--- src/rtl/m_seq_pkg.sv ---
// Shared constants and types for the 10-bit m-sequence generator/checker pair.
// Polynomial x^10+x^3+1; the checker predicts s[n] = s[n-7] ^ s[n-10].
package m_seq_pkg;

  localparam int LFSR_W = 10;
  localparam logic [LFSR_W-1:0] POLY_MASK = 10'h009;
  localparam int TAP_A = 6;
  localparam int TAP_B = 9;
  localparam int FRAME_LEN_DEF = 1023;
  localparam int RESYNC_ERR_DEF = 4;
  localparam int CNT_W = 11;

  typedef enum logic [1:0] {
    IDLE  = 2'd0,
    FILL  = 2'd1,
    CHECK = 2'd2,
    DONE  = 2'd3
  } state_t;

endpackage

--- src/rtl/m_seq_predict.sv ---
// Received-bit history register and next-bit prediction for the m-sequence checker.
// hist_reg[0] holds the newest bit.
module m_seq_predict
  import m_seq_pkg::*;
(
  input  logic clk,
  input  logic rst,
  input  logic clr,
  input  logic shift,
  input  logic din,
  output logic pred,
  output logic next_zero
);

  logic [LFSR_W-1:0] hist_reg;
  logic [LFSR_W-1:0] hist_next;

  assign hist_next[0] = din;

  genvar gi;
  generate
    for (gi = 1; gi < LFSR_W; gi++) begin : g_shift
      assign hist_next[gi] = hist_reg[gi-1];
    end
  endgenerate

  always_ff @(posedge clk) begin
    if (rst || clr) begin
      hist_reg <= '0;
    end else if (shift) begin
      hist_reg <= hist_next;
    end
  end

  assign pred = hist_reg[TAP_A] ^ hist_reg[TAP_B];
  // An all-zero history is the LFSR lock-up state and cannot be tracked.
  assign next_zero = (hist_next == '0);

endmodule

--- config.mk ---
export PLATFORM = sky130hd
export DESIGN_NAME = m_seq_predict
export DESIGN_NICKNAME = d
export VERILOG_FILES = /design/src/rtl/m_seq_pkg.sv /design/src/rtl/m_seq_predict.sv
export SDC_FILE = /design/constraint.sdc
export NUM_CORES = 1
export LEC_CHECK = 0
export CAP_MARGIN = 20
export CORE_AREA = 2 2 39 41
export DETAILED_ROUTE_END_ITERATION = 10
export DIE_AREA = 0 0 41 43
export GPL_TIMING_DRIVEN = 0
export PLACE_DENSITY = 0.53
export SYNTH_ARGS = -nofsm -noshare
export SYNTH_HDL_FRONTEND = slang
export SYNTH_SLANG_ARGS = --single-unit
export TNS_END_PERCENT = 10
--- constraint.sdc ---
create_clock -name clk -period 2.58 [get_ports clk]
set_input_delay 0.387 -clock clk [delete_from_list [all_inputs] [get_ports clk]]
set_output_delay 0.387 -clock clk [all_outputs]
set_load 0.01 [all_outputs]
# After elaboration in Yosys (flattened, before gate mapping)
# Index checks and enable logic that the tools add are counted.
# word_totals
reg_bits,10
latch_bits,0
ramBits,0
romBits,0
inputBits,5
elab_cells,4
n_memories,0
# classes
addsub,0
n_mul,0
n_div,0
magnitude_cmp,0
eq_ne,0
shift,0
mux,0
bitwise,1
reduce_logical,2
# op_table
cell,n
10-bit logical NOT,1
1-bit logical OR,1
1-bit bitwise XOR,1

# Logic depth before layout (Yosys ltp)
# logic_depth
ltp_word,1
mapped_depth,3

# Worst setup path before layout
# OpenSTA, ideal clock, no wires.
# synth_path
kind,input to output
start,input port din
end,output port next_zero
t_arrival_ns,1.199
t_required_ns,2.193
slack_ns,0.994
path_stages,2
path_buffers,0
cell_sequence,or4_4 -> nor4_2
# synth_between
elab_chain_cells,1
# synth_rtl
item,line,rtl
from (decl),m_seq_predict.sv:10,"input logic din,"
10-bit logical NOT,m_seq_predict.sv:37,assign next_zero = (hist_next == '0);
to (decl),m_seq_predict.sv:12,output logic next_zero
# Every way passes these cells.

# Worst setup path after layout
# Same ends and word-level chain as after synthesis.

==> metrics.txt <==
area post-placement 463 sq um; share of the synthesized area in the top cell type approximately 50%; post-route ant nets 0; count of different cell masters after synthesis 10; share of layout cells above drive strength 1 a little over an eighth; Floorplan Core Area 1380 sq um; Rows 14; Die H 43 um; hold wc startpoint hist_reg[8]; final slew viol count 0; post-layout util 35.1%; Die Width 41 um; commonest non-fill, non-tap cells in the layout mux2i_1 (10), nor2_1 (10), dfxtp_1 (10); dpl ws 0.0493 ns; Critical Path Max Stage Delay 0.57 ns; mapped cell area 393 sq um; Final Instance Area 485 sq um; cts repair resizes 0; Fmax 0.397 GHz; RSZ-0062 raised after global routing no; grt ovf 0; register area share after synthesis 51.0%; Slowest cell on crit path clkdlybuf4s50_1; Most common cell on crit path clkdlybuf4s50_1; WP buf/inv 2; Tcrit/Tclk final 97.5%; post-CTS setup repair buffer count 0; DR vias 288; CTS tree built; Static Leak 0.207 nW; Critical Path Fanout Max 2; max reg flops 10; die footprint around 1800 sq um; CTS Buffer Depth 2; Register-to-Register Path Depth 2; Initial Utilization 28.4%; worst reg2reg startpoint hist_reg[6]; Min Clock Period, post-route 2.52 ns; Num CTS Buffers 3; Area growth, synth to finish 23.6%; clk sinks 10; clock tree root buffer cell clkbuf_4; IO Pins 7; worst-path cell chain clkdlybuf4s50_1, or4_4, nor4_2, clkdlybuf4s50_1; Pwr Total 0.276 mW; setup violators final 0; Final WS setup 0.0634 ns; critical path arrival about 2.1 ns; synthesized area per cell 10.6 sq um; Worst-path clk slew 0.05 ns; first-pass GRT wire length 1040 um; htree depth 1; Final Hold Fails 0; Clk Latency, worst-skew pair 0.26 ns; total number of yosys warnings 0; initial antenna violation count 0; detailed placer's ending HPWL 478 um; Post-Syn Nets 42; power density cells 569 nW/um^2; Hold Path Class flop to flop; worst reg2reg path endpoint hist_reg[7]; Setup Skew ~0.0035 ns; vias in the first global route 264; largest area contributor in the netlist dfxtp_1; Max Cap Viol 0; R2R Setup Slk 1.92 ns; WL final 608 um; Pre-antenna DRT Iters 2; WS Path Type input pin to primary output; Worst Hold Path Cells 2; Hold Buf Count CTS 0; Worst Setup End Kind primary output; largest cells by area after synthesis dfxtp_1 (51%), mux2i_1 (25%), nor2_1 (9.6%); post-route setup TNS 0 ns; DR vias/cell 4.72; Tightest Pin Transition between 0.3 and 0.4 ns; register bit total from synthesis 10; Worst path top cell family by delay buffers and inverters; Worst IR Drop VDD 259 uV; worst path required time 2.19 ns; worst rel slew slack 74.3%; final net count 52; total track usage about a tenth; Hold Path End hist_reg[8]; # DRC 0; I/O Buffers 5; Routability Congestion 0.652; CP startpoint kind input pin; antenna cell count 0; 1st-iter DRT viols 3; run status completed; Post-Syn Instances 37; largest net degree at the start of global routing 11; Routed wire per std cell 9.97 um
-- stage by stage --
step           instances  hold WS [ns]
5_1_grt               61         0.551
2_1_floorplan         37         0.474
3_5_place_dp          58         0.509
4_1_cts               61         0.523
3_3_place_gp          58         0.498
6_report              61         0.516
-- power breakdown --
group | internal (mW) | total, mW | switching, mW
clock network | 0.0535 | 0.0994 | 0.0459
registers | 0.155 | 0.156 | 0.000497
logic | 0.0124 | 0.0210 | 0.00860
total | 0.221 | 0.276 | 0.0550
-- how the worst max path moves through the flow --
stage | startpoint | end | slack, ns | depth (start not counted)
after floorplan | din | next_zero | 0.99 | 2
after global placement | din | next_zero | 0.06 | 4
after detailed placement | din | next_zero | 0.05 | 4
after CTS | din | next_zero | 0.04 | 4
after global routing | din | next_zero | 0.01 | 4
final | din | next_zero | 0.06 | 4
-- cells in the mapped netlist --
cell type / number
or4_1: 1
clkbuf_1: 1
buf_2: 1
mux2i_1: 10
nor4_2: 1
dfxtp_1: 10
xor2_1: 1
nor2_1: 10
or4_4: 1
or2_0: 1
-- worst register-to-register path, stage by stage, from the launching register on --
cell and delay (ns):
dfxtp_1 0.33, mux2i_1 0.15, nor2_1 0.06
-- layer usage --
layer  up-vias  track usage [%]  wire length (um)
met5         -                0                 0
met4         0             8.00                18
met3         4             4.71                38
met2         7             13.4               317
met1       134             9.42               234
li1        143                -                 -
-- kinds of logic (layout without fill, tap and decap cells) --
group / count (synthesis) / in the layout / synth area share, %
mux: 10 / 10 / 25.5
xor+xnor: 1 / 1 / 2.23
buf+inv: 2 / 10 / 2.23
flops: 10 / 10 / 51.0
simple gates: 14 / 14 / 19.1
-- area by class of cell --
class | instances | area, sq um
multi-input cells | 25 | 184
plain buffers | 2 | 8.76
flip-flops and latches | 10 | 200
clock buffers | 3 | 22.5
repair buffers | 5 | 50.0
fillers | 137 | 898
well taps | 16 | 20.0
No activity file was read; power rests on OpenSTA's default activity.
